--- src/rtl/multicycle_alu.sv ---
// Multicycle ALU: single-cycle ADD/SUB, shift-add MUL and restoring DIV/MOD, one bit per cycle.
// Define MULTICYCLE_ALU_MAC_EN to add a 2*WIDTH accumulator with MAC (1001) and CLRACC (1010).
module multicycle_alu #(
    parameter int WIDTH = 16
) (
    input  logic               clk,
    input  logic               rst_n,
    input  logic               start,
    input  logic [3:0]         OpCode,
    input  logic [WIDTH-1:0]   InputA,
    input  logic [WIDTH-1:0]   InputB,
    output logic               busy,
    output logic               done,
    output logic [2*WIDTH-1:0] Result,
    output logic [1:0]         Error
);

    localparam logic [3:0] OP_ADD = 4'b0100;
    localparam logic [3:0] OP_SUB = 4'b0101;
    localparam logic [3:0] OP_MUL = 4'b0110;
    localparam logic [3:0] OP_DIV = 4'b0111;
    localparam logic [3:0] OP_MOD = 4'b1000;
`ifdef MULTICYCLE_ALU_MAC_EN
    localparam logic [3:0] OP_MAC = 4'b1001;
    localparam logic [3:0] OP_CLR = 4'b1010;
`endif

    localparam int CW = $clog2(WIDTH + 2) + 1;
    localparam logic [CW-1:0] CNT_ITER = CW'(WIDTH);
    localparam logic [CW-1:0] CNT_MAC  = CW'(WIDTH + 1);

    typedef enum logic [1:0] {S_IDLE, S_RUN, S_DONE} state_t;

    state_t               r_state;
    state_t               w_next;
    logic [3:0]           r_op;
    logic [WIDTH-1:0]     r_opa;
    logic [WIDTH-1:0]     r_opb;
    logic [WIDTH-1:0]     r_work;   // multiplier (MUL) or quotient (DIV/MOD)
    logic [WIDTH-1:0]     r_rem;
    logic [2*WIDTH-1:0]   r_mcand;
    logic [2*WIDTH-1:0]   r_prod;
    logic [CW-1:0]        r_count;
    logic [2*WIDTH-1:0]   r_result;
    logic [1:0]           r_error;

    logic                 w_is_mul;
    logic                 w_is_mac;
    logic                 w_is_div;
    logic                 w_div_zero;
    logic                 w_iter;
    logic                 w_finish;
    logic                 w_sub;
    logic [WIDTH-1:0]     w_addend;
    logic [WIDTH:0]       w_full;
    logic                 w_ovf;
    logic [WIDTH:0]       w_trial;
    logic [2*WIDTH-1:0]   w_result;
    logic [1:0]           w_error;

`ifdef MULTICYCLE_ALU_MAC_EN
    logic [2*WIDTH-1:0]   r_acc;
    logic [2*WIDTH:0]     w_mac_sum;

    assign w_is_mac  = (r_op == OP_MAC);
    assign w_mac_sum = {1'b0, r_acc} + {1'b0, r_prod};
`else
    assign w_is_mac  = 1'b0;
`endif

    assign w_is_mul   = (r_op == OP_MUL) || w_is_mac;
    assign w_is_div   = (r_op == OP_DIV) || (r_op == OP_MOD);
    assign w_div_zero = w_is_div && (r_opb == '0);
    assign w_iter     = (r_count < CNT_ITER);

    // MAC spends one extra cycle after the last partial product before accumulating.
    always_comb begin
        if (w_is_mac)
            w_finish = (r_count == CNT_MAC);
        else if (w_is_mul || (w_is_div && !w_div_zero))
            w_finish = (r_count == CNT_ITER);
        else
            w_finish = 1'b1;
    end

    // Subtraction as A + ~B + 1; overflow is carry-into-MSB XOR carry-out-of-MSB.
    assign w_sub    = (r_op == OP_SUB);
    assign w_addend = w_sub ? ~r_opb : r_opb;
    assign w_full   = {1'b0, r_opa} + {1'b0, w_addend} + (WIDTH+1)'(w_sub);
    assign w_ovf    = w_full[WIDTH] ^ (w_full[WIDTH-1] ^ r_opa[WIDTH-1] ^ w_addend[WIDTH-1]);

    assign w_trial  = {r_rem, r_work[WIDTH-1]} - {1'b0, r_opb};

    always_comb begin
        w_result = '0;
        w_error  = 2'b00;
        case (r_op)
            OP_ADD, OP_SUB: begin
                w_result = {{WIDTH{w_full[WIDTH-1]}}, w_full[WIDTH-1:0]};
                w_error  = {1'b0, w_ovf};
            end
            OP_MUL: w_result = r_prod;
            OP_DIV: begin
                w_result = w_div_zero ? '0 : {{WIDTH{1'b0}}, r_work};
                w_error  = {w_div_zero, 1'b0};
            end
            OP_MOD: begin
                w_result = w_div_zero ? '0 : {{WIDTH{1'b0}}, r_rem};
                w_error  = {w_div_zero, 1'b0};
            end
`ifdef MULTICYCLE_ALU_MAC_EN
            OP_MAC: begin
                w_result = w_mac_sum[2*WIDTH-1:0];
                w_error  = {1'b0, w_mac_sum[2*WIDTH]};
            end
`endif
            default: ;
        endcase
    end

    // NOTE: sequential state uses <= so every flop samples pre-edge values in parallel.
    always_ff @(posedge clk or negedge rst_n) begin
        if (!rst_n) r_state <= S_IDLE;
        else        r_state <= w_next;
    end

    // NOTE: default assignment first so no path through this block can infer a latch.
    always_comb begin
        w_next = r_state;
        case (r_state)
            S_IDLE:  if (start) w_next = S_RUN;
            S_RUN:   if (w_finish) w_next = S_DONE;
            S_DONE:  w_next = S_IDLE;
            default: w_next = S_IDLE;
        endcase
    end

    always_comb begin
        busy = (r_state != S_IDLE);
        done = (r_state == S_DONE);
    end

    // NOTE: working registers are reset too, so an aborted operation leaves nothing behind.
    always_ff @(posedge clk or negedge rst_n) begin
        if (!rst_n) begin
            r_op     <= '0;
            r_opa    <= '0;
            r_opb    <= '0;
            r_work   <= '0;
            r_rem    <= '0;
            r_mcand  <= '0;
            r_prod   <= '0;
            r_count  <= '0;
            r_result <= '0;
            r_error  <= 2'b00;
        end else if (r_state == S_IDLE) begin
            if (start) begin
                r_op    <= OpCode;
                r_opa   <= InputA;
                r_opb   <= InputB;
                r_mcand <= {{WIDTH{1'b0}}, InputA};
                r_work  <= ((OpCode == OP_DIV) || (OpCode == OP_MOD)) ? InputA : InputB;
                r_prod  <= '0;
                r_rem   <= '0;
                r_count <= '0;
            end
        end else if (r_state == S_RUN) begin
            if (w_finish) begin
                r_result <= w_result;
                r_error  <= w_error;
            end else begin
                r_count <= r_count + CW'(1);
                if (w_iter && w_is_mul) begin
                    if (r_work[0]) r_prod <= r_prod + r_mcand;
                    r_mcand <= r_mcand << 1;
                    r_work  <= r_work >> 1;
                end
                if (w_iter && w_is_div) begin
                    if (!w_trial[WIDTH]) begin
                        r_rem  <= w_trial[WIDTH-1:0];
                        r_work <= {r_work[WIDTH-2:0], 1'b1};
                    end else begin
                        r_rem  <= {r_rem[WIDTH-2:0], r_work[WIDTH-1]};
                        r_work <= {r_work[WIDTH-2:0], 1'b0};
                    end
                end
            end
        end
    end

`ifdef MULTICYCLE_ALU_MAC_EN
    always_ff @(posedge clk or negedge rst_n) begin
        if (!rst_n) begin
            r_acc <= '0;
        end else if ((r_state == S_RUN) && w_finish) begin
            if (w_is_mac)           r_acc <= w_mac_sum[2*WIDTH-1:0];
            else if (r_op == OP_CLR) r_acc <= '0;
        end
    end
`endif

    assign Result = r_result;
    assign Error  = r_error;

endmodule

--- config.mk ---
export PLATFORM = sky130hd
export DESIGN_NAME = multicycle_alu
export DESIGN_NICKNAME = d
export VERILOG_FILES = /design/src/rtl/multicycle_alu.sv
export SDC_FILE = /design/constraint.sdc
export NUM_CORES = 1
export LEC_CHECK = 0
export ABC_AREA = 1
export BUFFER_PORTS_ARGS = -buffer_cell sky130_fd_sc_hd__buf_2
export CAP_MARGIN = 20
export CORE_ASPECT_RATIO = 0.6
export CORE_MARGIN = 2
export CORE_UTILIZATION = 65
export DETAILED_ROUTE_END_ITERATION = 10
export GPL_TIMING_DRIVEN = 0
export PLACE_DENSITY = 0.95
export SETUP_SLACK_MARGIN = 0.02
export SYNTH_ARGS = -nofsm -noshare
export SYNTH_HDL_FRONTEND = slang
export SYNTH_SLANG_ARGS = --single-unit
--- constraint.sdc ---
create_clock -name clk -period 8.1 [get_ports clk]
set_clock_uncertainty 0.1 [all_clocks]
set_input_delay 0.405 -clock clk [delete_from_list [all_inputs] [get_ports clk]]
set_output_delay 0.405 -clock clk [all_outputs]
set_load 0.01 [all_outputs]
==> Word level (Yosys, flattened, before mapping) <==
Cells that the tools add are included.
{ "op_classes": {"n_addsub": 5, "magnitude_cmp": 1, "eq_ne": 13, "muxes": 38, "bitwise": 5, "reduce_logical": 26} }
{ "ops": {"columns": ["cell", "count"], "rows": [
  ["$mux W32", 11],
  ["$mux W16", 16],
  ["$pmux W32 S4", 1],
  ["$add A32 B32 Y32", 1],
  ["$mux W6", 4],
  ["$eq A4 B3 Y1 const B", 5],
  ["$add A16 B16 Y17", 1],
  ["$add A17 B1 Y17", 1],
  ["$sub A17 B16 Y17", 1],
  ["$logic_not A16 Y1", 1],
  ["$not A16 Y16", 1],
  ["$reduce_and A4 Y1", 3],
  ["$reduce_bool A2 Y1", 5],
  ["$eq A4 B4 Y1 const B", 2],
  ["$pmux W2 S2", 2],
  ["$add A6 B1 Y6 const B", 1],
  ["$eq A6 B5 Y1 const B", 1],
  ["$lt A6 B5 Y1 const B", 1],
  ["$reduce_and A3 Y1", 2],
  ["$reduce_and A5 Y1", 1],
  ["$logic_and A1 B1 Y1", 4],
  ["$mux W2", 2],
  ["$ne A2 B2 Y1 const B", 2],
  ["$reduce_and A2 Y1", 2],
  ["other kinds (11)", 17]
]} }
{ "totals": {"register_bits": 174, "in_bits": 39, "out_inout_bits": 36, "elab_cells": 99} }

==> Depth between registers and ports, before layout <==
Gate-level depths: netlist of run 1.
{ "logic_depth": {"ltp_word": 10, "ltp_mapped": 21, "depth_no_buf": 21} }

==> Least setup slack after synthesis of run 1 <==
No wires, ideal clock.
{ "synth_timing": {"path_kind": "register -> register", "start": "register r_op[0]", "end": "register r_result[21] (netlist: Result[21])", "setup_ns": 0.118, "t_arrival_ns": 2.802, "slack_ns": 5.080, "stages_incl_launch_ff": 16, "path_buffers": 2, "synth_period_minus_slack_ns": 3.020, "path_cell_list": "dfrtp_1 -> inv_1 -> nor2_1 -> nand2_2 -> buf_1 -> xor2_1 -> ha_1 -> a21o_1 -> a21oi_1 -> nor2_1 -> nor2_1 -> nand3_1 -> nand3_2 -> buf_4 -> a21oi_1 -> a21o_1"} }
{ "synth_between": {"elab_chain_len": 8, "elab_cells_between_ends": 17, "classes_between": "add/sub (2); eq/ne (5); mux (3); reduce/logical (7)"} }
{ "synth_lines": {"columns": ["element", "line", "rtl"], "rows": [
  ["from (decl)", "36", "logic [3:0] r_op;"],
  ["from (signal assigned)", "158", "r_op <= OpCode;"],
  ["parallel branches: the longest is 8 deep, another holds $add A16 B16 Y17", null, null],
  ["to (signal assigned)", "169", "r_result <= w_result;"],
  ["to (decl)", "44", "logic [2*WIDTH-1:0] r_result;"]
]} }
Several ways; the timed one is not identified.
A chain may end at the register's enable or synchronous reset.

==> Worst setup path after layout of run 1 <==
{ "layout_timing": {"start": "register r_op[0]", "end": "register r_result[29] (netlist: Result[29])"} }
The elaborated chain is that of the path after synthesis.

==> results of run 1 <==
==> what timing repair did <==
action / in CTS / in global routing
resized for setup: 0 / 0
hold buffers: 1 / 0
setup buffers: 0 / 0
endpoints found under the hold margin: 101 / 0
==> stage by stage <==
stage / util [%] / hold WS (ps) / power, mW
after floorplan: - / 9.41 / 3.75
after global placement: 70.1 / 354 / 4.66
after detailed placement: 70.4 / 361 / 4.78
after CTS: 73.6 / 97.6 / 5.61
after global routing: 73.6 / 103 / 6.17
final: 73.6 / 101 / 5.80
==> cell families (layout without fill, tap and decap cells) <==
kind of cell,count (synthesis),after routing,synth area share [%]
flip-flops,174,174,38.5
XOR/XNOR,46,46,3.56
AO/OA/AOI/OAI,410,410,20.4
AND/OR/NAND/NOR,635,635,23.0
adder cells (fa/ha/maj),69,69,7.83
buffers and inverters,197,304,6.71
==> critical path: stages (launching register included) <==
cell and delay (ps):
dfrtp_1 400, inv_1 150, nor2_1 70, nand2_2 210, buf_1 690, xor2_1 170, ha_1 410, nand2_1 70
inv_1 50, nand3_1 70, nand2_1 160, nand2_1 70, nand2_1 170, nand2_1 140, nand3_1 170, nand3_2 220
buf_4 300, o21ai_0 270, nand2_1 130, nand2_1 90
==> per-layer routing <==
metal / vias to the layer above / share of wire (%) / GRT usage (%)
li1: 5337 / - / -
met3: 86 / 18 / 21.3
met2: 897 / 36 / 55.4
met5: - / 0 / 1.67
met1: 5533 / 44 / 66.9
met4: 0 / 1.9 / 10.3
==> worst paths after layout <==
kind	from	endpoint	slack (ps)	cells after the start
max	r_op[0]	Result[29]	3890	19
min	InputA[8]	r_opa[8]	100	3
max reg2reg	r_op[0]	Result[29]	3890	19
min reg2reg	Result[19]	Result[19]	370	1
max in group asynchronous	rst_n	r_opa[2]	6530	3
min in group asynchronous	rst_n	Result[30]	500	2
==> area by class of cell <==
| cell class | instances | area, um^2 |
|---|---|---|
| plain buffers | 55 | 226 |
| clock buffers | 19 | 453 |
| clock inverters | 12 | 100 |
| fillers | 1372 | 4500 |
| inverters | 142 | 533 |
| multi-input cells | 1160 | 6200 |
| flip-flops and latches | 174 | 4350 |
| well taps | 234 | 293 |
| repair buffers | 76 | 418 |
==> power breakdown <==
part / total, mW / internal, mW / switching (mW)
registers: 1.51 / 1.21 / 0.308
clock network: 0.809 / 0.415 / 0.394
logic: 3.48 / 1.09 / 2.39
==> registers in the layout, summed over array words and instances (netlist names) <==
name and cells:
Result 32, r_mcand 32, r_prod 32, r_opa 16, r_opb 16, r_rem 16
r_work 16, r_count 6, r_op 4, Error 2, r_state 2
==> cells in the mapped netlist, types with 4 or more instances <==
master	count
xnor2_1	15
dfrtp_1	174
ha_1	66
nand4_1	13
a31oi_1	24
buf_2	10
o211ai_1	17
nor4_1	5
o21a_1	6
nor2_1	105
o31ai_1	12
nand2_1	427
a21o_1	25
nor3_1	9
o22ai_1	10
nand3_1	61
inv_2	7
clkbuf_1	39
inv_1	133
o21ai_1	18
buf_1	4
xor2_1	31
a21oi_1	114
o21ai_0	165
==> flow_summary.yaml, run 1 <==
floorplan:
  io_pins: 75
  fp.dieH_um: 106
  die_w_um: 174
  initial_utilization_pct: 66.2
  core_area_um2: 17100
  die_area_um2: 18500
  rows: 37
clock_tree:
  cts-root-buf: "clkbuf_16"
  cts.sinks: 174
  cts_tree: "built"
  clk_pin_slew_worst_paths_ps: 80
  cts_buffers: 17
  clk_path_buf_depth: 2
  clk_latency_ps: 460
  htreeDepth: 4
synth:
  synth_edf_count: 0
  synth_largest_area_cell: "dfrtp_1"
  synth_top_cell_area_share_pct: 38.5
  synthArstFlopShare_pct: 100
  synth-seq-area-share_pct: 38.5
  syn_nets: 1639
  synth_seq_cells: 174
  synth_ff_type: "dfrtp_1"
  ys.warnings.count: 0
  synth_cell_type_count: 49
  syn_area_um2: 11300
  synthCells: 1531
  synth.area.top_cells: "dfrtp_1, nand2_1, ha_1"
  syn_area_per_cell_um2: 7.39
detailed_routing:
  drcViolationCount: 0
  dr.pass1.iters: 7
  routed_wirelength_um: 39600
  viasPerCell: 6.33
  wl_per_cell_um: 21.2
  drt_iter0_markers: 1687
  ant_nets: 0
  num_vias: 11853
final_layout:
  final_cells: 1872
  synthToLayoutAreaGrowth_pct: 11.2
  drive_above_1_share_pct: 8.61
  antennaDiodeCount: 0
  layout.nets: 1734
  final_cell_mix: "nand2_1, dfrtp_1, o21ai_0"
  stdcell_area_um2: 12600
  mostFrequentLayoutCell: "nand2_1"
critical_path:
  critPathMaxFanout: 10
  worstPathRequired_ps: 8380
  crit_path_end_kind: "register"
  startpoint_type: "register"
  critical_path_arrival_ps: 4490
  worstSetupPathType: "reg2reg"
power:
  p_leak_nw: 6.31
  ir_drop_mv: 0.367
  power_density_nw_per_um2: 461
global_routing:
  track_usage_pct: 44.2
  grt_overflow: 0
  grt_pass1_wl_um: 61700
  grt_pass1_vias: 11059
  antenna_found_initial: 0
  grt_max_degree: 103
placed_design:
  dp.cells: 1840
  pre_cts_ws_ps: 4150
  io_buffer_count: 74
  place_area_um2: 12000
  place_congestion: 1.04
  hpwl_um: 30700
timing:
  clock.fmax_mhz: 238
  rsz0062_at_grt: "false"
  min_period_ps: 4210
  drv_slew: 0
  tightest_slew_ps: 970
  finalSetupTns_ps: 0
  finalHoldViolCount: 0
  slew_headroom_pct: 34.5
  finalSetupViolations: 0
  setup_slack_ps: 3890
  finalCritPeriodShare_pct: 51.9
status:
  status: "finished clean"
hold_path:
  min_path_type: "in2reg"
flow_run:
  maxCapViolations: 0
Power figures use the tool's default switching activity.
==> run 2: changes to the inputs <==
--- a/config.mk
+++ b/config.mk
@@ -10,10 +10,10 @@
 export CAP_MARGIN = 20
 export CORE_ASPECT_RATIO = 0.6
 export CORE_MARGIN = 2
-export CORE_UTILIZATION = 65
+export CORE_UTILIZATION = 62
 export DETAILED_ROUTE_END_ITERATION = 10
 export GPL_TIMING_DRIVEN = 0
-export PLACE_DENSITY = 0.95
+export PLACE_DENSITY = 0.93
 export SETUP_SLACK_MARGIN = 0.02
 export SYNTH_ARGS = -nofsm -noshare
 export SYNTH_HDL_FRONTEND = slang
==> constraint.sdc (replaced) <==
create_clock -name clk -period 3.9 [get_ports clk]
set_clock_uncertainty 0.1 [all_clocks]
set_input_delay 0.195 -clock clk [delete_from_list [all_inputs] [get_ports clk]]
set_output_delay 0.195 -clock clk [all_outputs]
set_load 0.01 [all_outputs]
==> run 2 against run 1 <==
Compared with the run above: via count about the same; first-iteration DRC count rose by 3.0%; sequential power increased by 110%; maximum frequency up 16%; sequential cell count stayed put; critical path depth rose by 1; register-to-register slack worse by 3600 ps; global-route usage down 2.9 points; wire length fell by 2.6%; utilization fell by 1.7 points; critical endpoint is now Result[30]; largest cell class unchanged; largest power group unchanged.
==> flow_summary.yaml, run 2 (synthesis gave the netlist of run 1 again) <==
final_layout:
  mostFrequentLayoutCell: "nand2_1"
  layout.nets: 1769
  stdcell_area_um2: 12900
  fillers: 1446
  drive_above_1_share_pct: 8.48
  regArea_um2: 4350
  final_cell_mix: "nand2_1, dfrtp_1, o21ai_0"
  synthToLayoutAreaGrowth_pct: 14.3
  multiInputGateArea_um2: 6210
power:
  power_density_nw_per_um2: 920
  ir_drop_mv: 0.516
  p_leak_nw: 6.47
floorplan:
  die_area_um2: 19400
  initial_utilization_pct: 63.0
  rows: 38
  io_pins: 75
  fp.dieH_um: 109
  die_w_um: 178
  core_area_um2: 18000
detailed_routing:
  drt_iter0_markers: 1738
  num_vias: 11859
  routed_wirelength_um: 38600
  viasPerCell: 6.19
  dr.pass1.iters: 9
  wl_per_cell_um: 20.2
  drcViolationCount: 0
  ant_nets: 0
global_routing:
  antenna_found_initial: 1
  grt_max_degree: 96
  grt_pass1_vias: 10964
  grt_pass1_wl_um: 59700
  track_usage_pct: 41.3
  grt_overflow: 0
critical_path:
  worst-path-buf-inv: 4
  crit_slowest_cell: "dfrtp_1"
  critical-path-top-delay-family: "simple AND/OR/NAND/NOR gates"
  worstSetupPathType: "reg2reg"
  crit_path_end_kind: "register"
  startpoint_type: "register"
  cp-startpoint: "r_op[0]"
  reg2reg_from: "r_op[0]"
  worstPathRequired_ps: 4180
  crit_top_cell: "nand2_1"
  regToRegSetupSlack_ps: 260
  critical_path_arrival_ps: 3920
  critPathMaxFanout: 16
  cpPeakStageDelay_ps: 390
  cp_cell_sequence: "inv_1 > nor2_1 > nand2_4 > xor2_1 > inv_1 > ha_1 > nand2_1 > inv_1 > nand3_1 > nand2_1 > nand2_1 > nand2_1 > nand2_1 > nand2_1 > nand2_1 > nand3_2 > buf_4 > o21ai_0 > nand2_1 > nand2_1"
flow_run:
  maxCapViolations: 0
clock_tree:
  clk_pin_slew_worst_paths_ps: 70
  htreeDepth: 4
  cts.sinks: 174
  clk_latency_ps: 450
  cts_tree: "built"
  clk_path_buf_depth: 2
  cts_buffers: 17
  cts-root-buf: "clkbuf_16"
timing:
  finalHoldViolCount: 0
  finalCritPeriodShare_pct: 93.2
  finalSetupViolations: 0
  setup_slack_ps: 265
  min_period_ps: 3640
  clock.fmax_mhz: 275
  rsz0062_at_grt: "false"
  tightest_slew_ps: 954
  drv_slew: 0
  slew_headroom_pct: 36.2
placed_design:
  place_congestion: 1.01
  pre_cts_ws_ps: 3.91
  io_buffer_count: 74
  hpwl_um: 29500
  place_area_um2: 12000
hold_path:
  min_from: "start"
  min_path_type: "in2reg"
status:
  status: "finished clean"
run 2: cell count changes in the layout (fill, tap and decap cells not counted), sizes merged:
cell / change
buf: -1
clkbuf: +1
clkinv: +5
clkinvlp: -1
diode: +1
dlygate4sd3: +36
inv: -4
run 2: layout make-up:
| class | instances | area share, % |
|---|---|---|
| multi-input combinational | 1160 | 48.0 |
| sequential | 174 | 33.7 |
| timing repair buffer | 112 | 6.02 |
| inverter | 142 | 4.12 |
| clock buffer | 20 | 3.45 |
| tap | 240 | 2.32 |
| buffer | 54 | 1.74 |
| clock inverter | 12 | 0.677 |
| antenna | 1 | 0.0193 |
run 2: worst paths after layout:
check	to	cells past startpoint
worst max-delay path	Result[30]	20
worst min-delay path	r_state[0]	3
worst max register to register	Result[30]	20
worst min register to register	Result[25]	1
max in group asynchronous	r_op[0]	3
min in group asynchronous	Result[16]	2
run 2: worst register-to-register path: stages, from the launching register on:
cell and delay (ps):
dfrtp_1 390, inv_1 110, nor2_1 190, nand2_4 220, xor2_1 300, inv_1 80, ha_1 270, nand2_1 60
inv_1 40, nand3_1 70, nand2_1 120, nand2_1 90, nand2_1 150, nand2_1 200, nand2_1 100, nand2_1 130
nand3_2 200, buf_4 300, o21ai_0 220, nand2_1 150, nand2_1 100
run 2: report_power, final:
| group | switching, mW | internal, mW |
|---|---|---|
| logic | 4.86 | 2.29 |
| clock network | 0.793 | 0.836 |
| registers | 0.629 | 2.50 |
| total | 6.28 | 5.63 |
run 2: per-stage QoR:
stage | util [%] | hold slack (ps) | std cells | total power, mW | TNS [ps]
2_1_floorplan | - | -201 | 1531 | 7.79 | 0
3_3_place_gp | 66.7 | 349 | 1845 | 9.60 | -44700
3_5_place_dp | 66.9 | 130 | 1846 | 9.85 | 0
4_1_cts | 71.9 | 128 | 1914 | 11.5 | 0
5_1_grt | 72.0 | 166 | 1914 | 12.7 | 0
6_report | 72.0 | 146 | 1915 | 11.9 | 0
run 2: layer usage:
metal / track usage (%) / part of all wire (%) / routed length (um) / vias to the layer above
met2: 52.9 / 37 / 14200 / 849
met5: 4.43 / 0.31 / 118 / -
li1: - / - / - / 5413
met1: 61.7 / 44 / 16900 / 5515
met4: 10.5 / 2.0 / 761 / 2
met3: 18.5 / 17 / 6570 / 80
run 2: what timing repair did:
item,CTS,global route
hold buffers,37,0
gates resized for setup,0,5
endpoints found under the hold margin,131,0
pin swaps,0,0
endpoints found under the setup margin,2,12
gates cloned,0,0
setup buffers,0,0
==> run 3: changes to the inputs <==
--- a/config.mk
+++ b/config.mk
@@ -14,6 +14,7 @@
 export DETAILED_ROUTE_END_ITERATION = 10
 export GPL_TIMING_DRIVEN = 0
 export PLACE_DENSITY = 0.93
+export REMOVE_ABC_BUFFERS = 1
 export SETUP_SLACK_MARGIN = 0.02
 export SYNTH_ARGS = -nofsm -noshare
 export SYNTH_HDL_FRONTEND = slang
==> run 3 against run 2 <==
Compared with the run above: total power grew 0.51%; die area is the same; clock-buffer cell count is the same; critical path type unchanged; sequential share of layout area shrank 0.26 points; largest power group unchanged; sequential power is essentially flat; hold slack gained 39 ps; utilization grew 0.56 points; global-route usage shrank 4.4 points; register-to-register slack lost 70 ps.
==> flow_summary.yaml, run 3 (synthesis gave the netlist of run 1 again) <==
placed_design:
  place_congestion: 0.949
  io_buffer_count: 74
  hpwl_um: 24800
  pre_cts_ws_ps: -351
critical_path:
  crit_end: "r_prod[20]"
  worstSetupPathType: "reg2reg"
  regToRegSetupSlack_ps: 200
  timing.rr.end: "r_prod[20]"
  critical_path_arrival_ps: 3990
  worstPathRequired_ps: 4180
  startpoint_type: "register"
  reg2reg_from: "r_op[0]"
  r2r_cells: 15
  critPathMaxFanout: 47
  crit_path_end_kind: "register"
  cp-startpoint: "r_op[0]"
global_routing:
  antenna_found_initial: 0
  grt_pass1_vias: 10621
  grt_pass1_wl_um: 55200
  grt_max_degree: 110
  grt_overflow: 0
  track_usage_pct: 36.9
final_layout:
  drive_above_1_share_pct: 8.72
  final_cell_mix: "nand2_1, dfrtp_1, o21ai_0"
  synthToLayoutAreaGrowth_pct: 15.2
  antennaDiodeCount: 0
  mostFrequentLayoutCell: "nand2_1"
  layout.nets: 1724
timing:
  min_period_ps: 3700
  drv_slew: 0
  finalSetupTns_ps: 0
  setup_slack_ps: 196
  slew_headroom_pct: 27.8
  rsz0062_at_grt: "false"
  clock.fmax_mhz: 270
  finalCritPeriodShare_pct: 95.0
  finalHoldViolCount: 0
  timing.hold.ws_ps: 185
  tightest_slew_ps: 1080
  finalSetupViolations: 0
detailed_routing:
  num_vias: 11479
  ant_nets: 0
  dr.pass1.iters: 6
  viasPerCell: 6.15
  drcViolationCount: 0
  wl_per_cell_um: 18.6
  drt_iter0_markers: 1580
  routed_wirelength_um: 34700
clock_tree:
  cts.sinks: 174
  cts_buffers: 17
  htreeDepth: 4
  cts_tree: "built"
  clk_path_buf_depth: 2
  cts-root-buf: "clkbuf_16"
  clk_pin_slew_worst_paths_ps: 70
  clk_latency_ps: 450
floorplan:
  die_area_um2: 19400
  fp.dieH_um: 109
  core_area_um2: 18000
  rows: 38
  die_w_um: 178
  io_pins: 75
  initial_utilization_pct: 63.0
power:
  power_density_nw_per_um2: 918
  p_leak_nw: 6.48
  ir_drop_mv: 0.571
flow_run:
  maxCapViolations: 0
status:
  status: "finished clean"
hold_path:
  min_path_type: "in2async"
-- run 3: through the flow --
step / util, % / cells / area [um^2] / total power, mW
after CTS: 72.2 / 1865 / 13000 / 11.7
final: 72.5 / 1868 / 13000 / 12.0
after global placement: 65.4 / 1790 / 11800 / 9.19
after detailed placement: 66.4 / 1796 / 11900 / 9.60
after global routing: 72.5 / 1868 / 13000 / 12.9
after floorplan: - / 1476 / 11100 / 7.65
-- run 3: final cells by class --
type	instances	area, um^2
Sequential cell	174	4350
Fill cell	1418	4930
Clock inverter	11	214
Clock buffer	20	447
Tap cell	240	300
Timing Repair Buffer	121	916
Inverter	142	542
Multi-Input combinational cell	1160	6260
-- run 3: how the worst min path moves through the flow --
stage | slack, ps | depth (start not counted) | to
finish | 190 | 2 | r_opb[11]
global route | 230 | 2 | r_opb[12]
CTS | 200 | 2 | r_opb[11]
detailed placement | 70 | 1 | r_opb[11]
global placement | 350 | 3 | r_opa[7]
floorplan | -200 | 0 | Error[0]
-- run 3: per-layer routing --
metal / global-route usage (%) / part of all wire [%] / vias up
li1: - / - / 5299
met1: 55.1 / 45 / 5361
met2: 52.6 / 41 / 738
met3: 10.1 / 12 / 81
met4: 9.93 / 1.8 / 0
met5: 0 / 0 / -
-- run 3: timing repair --
| item | 4_1_cts | 5_1_grt |
|---|---|---|
| hold endpoints to repair | 117 | 0 |
| buffers inserted | 1 | 3 |
| setup endpoints to repair | 33 | 70 |
| pin swaps | 1 | 0 |
| gates resized for setup | 3 | 6 |
| hold buffers | 37 | 0 |
-- run 3: power by group --
| part | total, mW | internal [mW] | leakage [nW] | switching, mW |
|---|---|---|---|---|
| Clock | 1.97 | 1.21 | 0.316 | 0.761 |
| Combinational | 6.89 | 2.30 | 3.91 | 4.59 |
| Sequential | 3.10 | 2.51 | 2.26 | 0.595 |
| Total | 12.0 | 6.02 | 6.48 | 5.94 |
-- run 3: worst max-delay path, cell delays in order, from the launching register on --
cell	delay, ps
dfrtp_1	430
inv_1	170
nand4_2	380
clkinvlp_4	270
o21ai_1	80
nand2_1	130
nand3_2	100
nand2_4	160
nand2_4	210
inv_6	350
o21ai_4	370
nor2_8	410
inv_2	210
nor2_1	130
nand2_1	60
nand2_1	50
